==> src/rtl/dem_rotation_selector_pkg.sv <==
// -----------------------------------------------------------------------------
// dem_rotation_selector_pkg
// Shared constants and types for the multibit DAC path.
//   OUTPUT_WIDTH   : quantizer code width
//   LFSR_INIT      : legacy dither LFSR reset value
//   dem_mode_e     : element-selection mode encoding
//   DEM_LFSR_POLY  : Fibonacci feedback mask, x^8+x^6+x^5+x^4+1
//   DEM_LFSR_SEED  : default seed for the DEM dither LFSR
// -----------------------------------------------------------------------------
package dem_rotation_selector_pkg;

  localparam int         OUTPUT_WIDTH = 3;
  localparam logic [7:0] LFSR_INIT    = 8'hFF;

  typedef enum logic [1:0] {
    DEM_THERM      = 2'd0,
    DEM_DWA        = 2'd1,
    DEM_DWA_DITHER = 2'd2,
    DEM_RSVD       = 2'd3
  } dem_mode_e;

  // Bit k-1 set for each term x^k (left-shifting Fibonacci, feedback into bit 0).
  localparam logic [7:0] DEM_LFSR_POLY = 8'hB8;
  localparam logic [7:0] DEM_LFSR_SEED = LFSR_INIT;

endpackage

==> src/rtl/dem_rotation_selector_lfsr.sv <==
// -----------------------------------------------------------------------------
// dem_lfsr
// Fibonacci LFSR used as the dither source for rotated element selection.
// Shifts left once per step; feedback is the XOR of the POLY-masked state.
// An all-zero state (lockup) reloads SEED on the next step.
//   clk   : clock
//   rst   : asynchronous active-high reset, loads SEED
//   step  : advance one position this cycle
//   state : current register contents
//   bit0  : current LSB (dither bit before the step)
// -----------------------------------------------------------------------------
module dem_lfsr
  import dem_rotation_selector_pkg::*;
#(
  parameter int               WIDTH = 8,
  parameter logic [WIDTH-1:0] SEED  = WIDTH'(DEM_LFSR_SEED),
  parameter logic [WIDTH-1:0] POLY  = WIDTH'(DEM_LFSR_POLY)
) (
  input  logic             clk,
  input  logic             rst,
  input  logic             step,
  output logic [WIDTH-1:0] state,
  output logic             bit0
);

  if (WIDTH < 2) begin : g_bad_width
    $error("dem_lfsr: WIDTH must be at least 2");
  end

  if (SEED == '0) begin : g_bad_seed
    $error("dem_lfsr: SEED must be non-zero");
  end

  logic fb;

  assign fb   = ^(state & POLY);
  assign bit0 = state[0];

  always_ff @(posedge clk or posedge rst) begin
    if (rst) begin
      state <= SEED;
    end else if (step) begin
      if (state == '0) begin
        state <= SEED;
      end else begin
        state <= {state[WIDTH-2:0], fb};
      end
    end
  end

endmodule

==> src/rtl/dem_rotation_selector.sv <==
// -----------------------------------------------------------------------------
// dem_rotation_selector
// Dynamic-element-matching selector between the quantizer and the unit-element
// switch array. Each accepted code becomes a registered NUM_ELEM-wide enable
// vector: static thermometer, DWA rotation, or LFSR-dithered DWA rotation.
//   clk       : clock, rising edge
//   rst       : asynchronous active-high reset
//   mode      : 0 thermometer, 1 DWA, 2 dithered DWA, 3 same as 1
//   in_valid  : code_in is a new sample (always accepted)
//   code_in   : unsigned quantizer level
//   out_valid : sel_out/ptr_out/sat updated this cycle
//   sel_out   : unit-element enables, bit i drives element i
//   ptr_out   : rotation pointer after the last accepted sample
//   sat       : last accepted code exceeded NUM_ELEM and was clamped
// -----------------------------------------------------------------------------
module dem_rotation_selector
  import dem_rotation_selector_pkg::*;
#(
  parameter int                    CODE_WIDTH = OUTPUT_WIDTH,
  parameter int                    NUM_ELEM   = 7,
  parameter int                    LFSR_WIDTH = 8,
  parameter logic [LFSR_WIDTH-1:0] LFSR_SEED  = LFSR_WIDTH'(DEM_LFSR_SEED),
  localparam int                   PTR_W      = $clog2(NUM_ELEM)
) (
  input  logic                  clk,
  input  logic                  rst,
  input  logic [1:0]            mode,
  input  logic                  in_valid,
  input  logic [CODE_WIDTH-1:0] code_in,
  output logic                  out_valid,
  output logic [NUM_ELEM-1:0]   sel_out,
  output logic [PTR_W-1:0]      ptr_out,
  output logic                  sat
);

  // NW holds 0..NUM_ELEM; SW holds ptr + n + d, which can reach 2*NUM_ELEM.
  localparam int NW = PTR_W + 1;
  localparam int SW = PTR_W + 2;

  if (NUM_ELEM < 2 || NUM_ELEM > (2**CODE_WIDTH) + 8) begin : g_bad_num_elem
    $error("dem_rotation_selector: NUM_ELEM out of range");
  end

  function automatic logic [NW-1:0] clamp_code(input logic [CODE_WIDTH-1:0] code);
    if (int'(code) > NUM_ELEM) begin
      clamp_code = NW'(NUM_ELEM);
    end else begin
      clamp_code = NW'(code);
    end
  endfunction

  // Sum is below 2*NUM_ELEM+1, so two conditional subtracts always suffice.
  function automatic logic [PTR_W-1:0] wrap_ptr(input logic [SW-1:0] sum);
    logic [SW-1:0] s;
    s = sum;
    if (s >= SW'(NUM_ELEM)) begin
      s = s - SW'(NUM_ELEM);
    end
    if (s >= SW'(NUM_ELEM)) begin
      s = s - SW'(NUM_ELEM);
    end
    wrap_ptr = s[PTR_W-1:0];
  endfunction

  dem_mode_e               mode_p0;
  logic [NW-1:0]           n_p0;
  logic                    sat_p0;
  logic [NUM_ELEM-1:0]     therm_p0;
  logic [2*NUM_ELEM-1:0]   rot_p0;
  logic [NUM_ELEM-1:0]     dwa_p0;
  logic                    dith_p0;
  logic [SW-1:0]           sum_p0;
  logic [NUM_ELEM-1:0]     sel_nxt_p0;
  logic [PTR_W-1:0]        ptr_nxt_p0;
  logic                    lfsr_step;
  logic [LFSR_WIDTH-1:0]   lfsr_state;
  logic                    lfsr_bit0;

  logic                    vld_p1;
  logic [NUM_ELEM-1:0]     sel_p1;
  logic [PTR_W-1:0]        ptr_p1;
  logic                    sat_p1;

  dem_lfsr #(
    .WIDTH (LFSR_WIDTH),
    .SEED  (LFSR_SEED),
    .POLY  (LFSR_WIDTH'(DEM_LFSR_POLY))
  ) u_lfsr (
    .clk   (clk),
    .rst   (rst),
    .step  (lfsr_step),
    .state (lfsr_state),
    .bit0  (lfsr_bit0)
  );

  // ---- stage p0: clamp, mask generation, pointer update ----
  assign mode_p0   = dem_mode_e'(mode);
  assign n_p0      = clamp_code(code_in);
  assign sat_p0    = int'(code_in) > NUM_ELEM;
  assign lfsr_step = in_valid && (mode_p0 == DEM_DWA_DITHER);

  // A locked-up all-zero LFSR contributes no dither; it is reloaded on the step.
  assign dith_p0 = (mode_p0 == DEM_DWA_DITHER) && lfsr_bit0 && (|lfsr_state);
  assign sum_p0  = SW'(ptr_p1) + SW'(n_p0) + SW'(dith_p0);

  // Thermometer of n ones, rotated left by ptr; the upper half folds back
  // onto the lower half to wrap from element NUM_ELEM-1 to element 0.
  always_comb begin
    therm_p0 = '0;
    for (int i = 0; i < NUM_ELEM; i++) begin
      therm_p0[i] = (NW'(i) < n_p0);
    end
    rot_p0 = {{NUM_ELEM{1'b0}}, therm_p0} << ptr_p1;
    dwa_p0 = rot_p0[NUM_ELEM-1:0] | rot_p0[2*NUM_ELEM-1:NUM_ELEM];
  end

  always_comb begin
    sel_nxt_p0 = dwa_p0;
    ptr_nxt_p0 = wrap_ptr(sum_p0);
    case (mode_p0)
      DEM_THERM: begin
        sel_nxt_p0 = therm_p0;
        ptr_nxt_p0 = ptr_p1;
      end
      default: begin
        sel_nxt_p0 = dwa_p0;
        ptr_nxt_p0 = wrap_ptr(sum_p0);
      end
    endcase
  end

  // ---- stage p1: output registers ----
  always_ff @(posedge clk or posedge rst) begin
    if (rst) begin
      vld_p1 <= 1'b0;
      sel_p1 <= '0;
      ptr_p1 <= '0;
      sat_p1 <= 1'b0;
    end else begin
      vld_p1 <= in_valid;
      if (in_valid) begin
        sel_p1 <= sel_nxt_p0;
        ptr_p1 <= ptr_nxt_p0;
        sat_p1 <= sat_p0;
      end
    end
  end

  assign out_valid = vld_p1;
  assign sel_out   = sel_p1;
  assign ptr_out   = ptr_p1;
  assign sat       = sat_p1;

endmodule

==> config.mk <==
export PLATFORM = sky130hd
export DESIGN_NAME = dem_rotation_selector
export DESIGN_NICKNAME = d
export VERILOG_FILES = /design/src/rtl/dem_rotation_selector_pkg.sv /design/src/rtl/dem_rotation_selector_lfsr.sv /design/src/rtl/dem_rotation_selector.sv
export SDC_FILE = /design/constraint.sdc
export NUM_CORES = 1
export LEC_CHECK = 0
export CAP_MARGIN = 20
export CORE_ASPECT_RATIO = 2
export CORE_UTILIZATION = 55
export CTS_BUF_LIST = sky130_fd_sc_hd__clkbuf_4 sky130_fd_sc_hd__clkbuf_8
export DETAILED_ROUTE_END_ITERATION = 12
export GPL_ROUTABILITY_DRIVEN = 1
export PLACE_DENSITY_LB_ADDON = 0.05
export SETUP_SLACK_MARGIN = 0.02
export SLEW_MARGIN = 20
export SYNTH_ARGS = -nofsm -noshare
export SYNTH_HDL_FRONTEND = slang
export SYNTH_HIERARCHICAL = 1
export SYNTH_SLANG_ARGS = --single-unit
==> constraint.sdc <==
create_clock -name clk -period 9.3 [get_ports clk]
set_clock_uncertainty 0.2 [all_clocks]
set_input_delay 2.79 -clock clk [delete_from_list [all_inputs] [get_ports clk]]
set_output_delay 2.79 -clock clk [all_outputs]
set_load 0.02 [all_outputs]
==> impl_metrics.toml <==
[status]
status = "complete, no violations"

[clocking]
root_buffer = "clkbuf_8"
cts_sinks = 19
numCtsBuffers = 3
cts_tree = "built"
cts_hold_buf = 0
clk_pin_slew_ps = 70
post_cts_buffers = 0
clk_latency_ps = 260
cts.htree.levels = 1
cts_buffer_depth = 2
cts_resized = 0

[route]
drt-initial-drc-count = 70
post_drt_wl_per_cell_um = 16.50
route.detailed.drc = 0
vias = 1484
drt_wl_total_um = 3862
avgViaCountPerCell = 6.342
ant_nets = 0
drtPass1Iterations = 4

[power_and_ir_drop]
power.density_nw_per_um2 = 347.3
cellLeakagePower_nw = 0.7393
max-vdd-ir-drop_mv = 0.1811

[setup_path]
path_buf_inv = 3
cp.required_ps = 9290
critical_path.max_stage_delay_ps = 730
crit_arrival_ps = 6910
path_delay_family = "adder cells"
slowest_stage = "clkdlybuf4s50_1"
path_cells = "clkdlybuf4s50_1 > inv_1 > fa_1 > fa_1 > inv_1 > ha_1 > a211oi_2 > o21ai_1 > ha_1 > o311a_1 > or4b_1 > o211ai_2"
crit_path_max_fanout = 13
crit_path_end_kind = "register"
critPathLaunchType = "input pin"
worst-setup-path-type = "in2reg"

[die]
rows = 27
die_area_um2 = 3156
start_util = 0.5804
core_um2 = 2770
dieWidth_um = 40.23
io_pins = 20
die_y_um = 78.46

[synthesis]
synth_nets = 212
ys_seq_elements = 19
synthTopCellsByCount = "a21oi_1 (22), nor2_1 (21), inv_1 (16), o21ai_0 (12)"
synth_area_um2 = 1608
ys_seq_area_frac = 0.3019
synth_top_area_cell = "dfrtp_1"
synth-edff-count = 0
ys_types = 55
yosys_warnings = 6
netlist_instances = 197
synthTopCellsByArea = "dfrtp_1 (17%), dfstp_2 (13%), a21oi_1 (6.8%), nor2_1 (4.9%), ha_1 (3.9%)"
synth_top_area_share = 0.1712
synth_most_common_cell = "a21oi_1"
async_flop_share = 1.000
syn_avg_cell_area_um2 = 8.161
ys.flop_type = "dfrtp_1"

[cells_and_area]
diodes = 0
design_area_um2 = 1809
fillers = 250
drive_gt1_frac = 0.1171
syn_to_final_growth_pct = 12.53
nets = 221

[sta]
slew_headroom = 0.5153
setup_viol = 0
setup-tns-final_ps = 0
period_share = 0.7448
tightest_slew_ps = 720.4
hold_viol = 0
fmax_mhz = 144.4
rsz0062_at_grt = "no"
min_period_ps = 6927
drv_slew = 0

[placed_design]
place_area_um2 = 1763
gp_congestion = 0.7535
place_hpwl_um = 2908
numPortBuffers = 18

[global_routing]
grt_pass1_vias = 1468
grt_pass1_wl_um = 6292
gr-total-overflow = 0
antenna_found_initial = 0
grt_max_degree = 19
track_usage = 0.2737

[flow_run]
maxCapViolations = 0

[hold_path]
hold_class = "reg2reg"
[routing by layer]
| metal | up-vias | part of all wire | track usage |
|---|---|---|---|
| li1 | 731 | - | - |
| met1 | 720 | 0.42 | 0.3155 |
| met2 | 26 | 0.54 | 0.4871 |
| met3 | 7 | 0.024 | 0.03107 |
| met4 | 0 | 0.017 | 0.08333 |
| met5 | - | 0 | 0 |
[final timing paths]
kind | from | slack (ps) | depth (start not counted) | to
worst max-delay path | code_in[0] | 2370 | 12 | ptr_out[1]$_DFFE_PP0P_
worst min-delay path | u_lfsr/state[4]$_DFFE_PP1P_ | 310 | 2 | u_lfsr/state[4]$_DFFE_PP1P_
worst min register to register | u_lfsr/state[4]$_DFFE_PP1P_ | 310 | 2 | u_lfsr/state[4]$_DFFE_PP1P_
min in group asynchronous | rst | 2640 | 2 | ptr_out[1]$_DFFE_PP0P_
worst max register to register | u_lfsr/state[3]$_DFFE_PP1P_ | 4960 | 13 | ptr_out[1]$_DFFE_PP0P_
max in group asynchronous | rst | 5970 | 2 | ptr_out[2]$_DFFE_PP0P_
[layout make-up]
class,count,area [um2],area share
Inverter,16,60.06,0.03319
Sequential cell,19,485.5,0.2683
Timing Repair Buffer,18,180.2,0.09958
Tap cell,29,36.28,0.02006
Multi-Input combinational cell,148,1001,0.5532
Clock buffer,3,41.29,0.02282
Clock inverter,1,5.005,0.002766
[sequential cells by signal, indices dropped and copies added (netlist names)]
signal	cells
ptr_out	3
sel_out	7
out_valid	1
u_lfsr/state	8
[where the power goes]
group          leakage (nW)  switching, mW  total (mW)  internal (mW)
clock                0.0255         0.0292      0.0591         0.0298
sequential            0.215         0.0502       0.170          0.120
combinational         0.499          0.227       0.399          0.172
total                 0.739          0.306       0.628          0.322
[stage by stage]
step / cells / util / worst slack [ps] / total power, mW / hold WS [ps]
final: 234 / 0.6531 / 2373 / 0.6284 / 305.2
after floorplan: 197 / - / 2902 / 0.4605 / 273.8
after global placement: 230 / 0.6364 / 2302 / 0.5449 / 284.4
after CTS: 234 / 0.6531 / 2402 / 0.6254 / 307.3
after detailed placement: 230 / 0.6364 / 2135 / 0.5646 / 297.0
after global routing: 234 / 0.6531 / 2234 / 0.6770 / 341.3
[cell usage in the layout (no fill, tap or decap), drive strengths merged, types with 2 or more instances in the layout]
cell	instances
inv	16
dfrtp	11
dfstp	8
nor3	4
o22a	2
o21ai	13
fa	2
o21a	2
nand2b	2
and3b	2
a21oi	22
o211ai	5
nor4	5
xnor2	2
a31oi	5
nand2	12
a21o	2
nor2b	4
o31a	2
xor2	2
a22oi	2
o2111ai	3
a211oi	5
clkbuf	3
clkdlybuf4s50	18
o221ai	3
nand3	2
nor2	21
ha	5
[worst register-to-register path, stage by stage, from the launching register on]
cell and delay (ps):
dfstp_2 610, nor4_1 70, nand2_1 70, nand4b_1 130, fa_1 430, fa_1 600, inv_1 70, ha_1 250
a211oi_2 310, o21ai_1 160, ha_1 280, o311a_1 420, or4b_1 560, o211ai_2 90
[cells by family (layout without fill, tap and decap cells)]
kind of cell    count (synthesis)  after routing  synth area share
simple gates                   59             59            0.1961
buf+inv                        30             38           0.07548
flops                          19             19            0.3019
compound gates                 75             75            0.3206
other cells                     1              1          0.002332
fa+ha+maj                       8              8           0.07004
mux                             1              1          0.007003
xor+xnor                        4              4           0.02646
No activity file was read; power rests on OpenSTA's default activity.
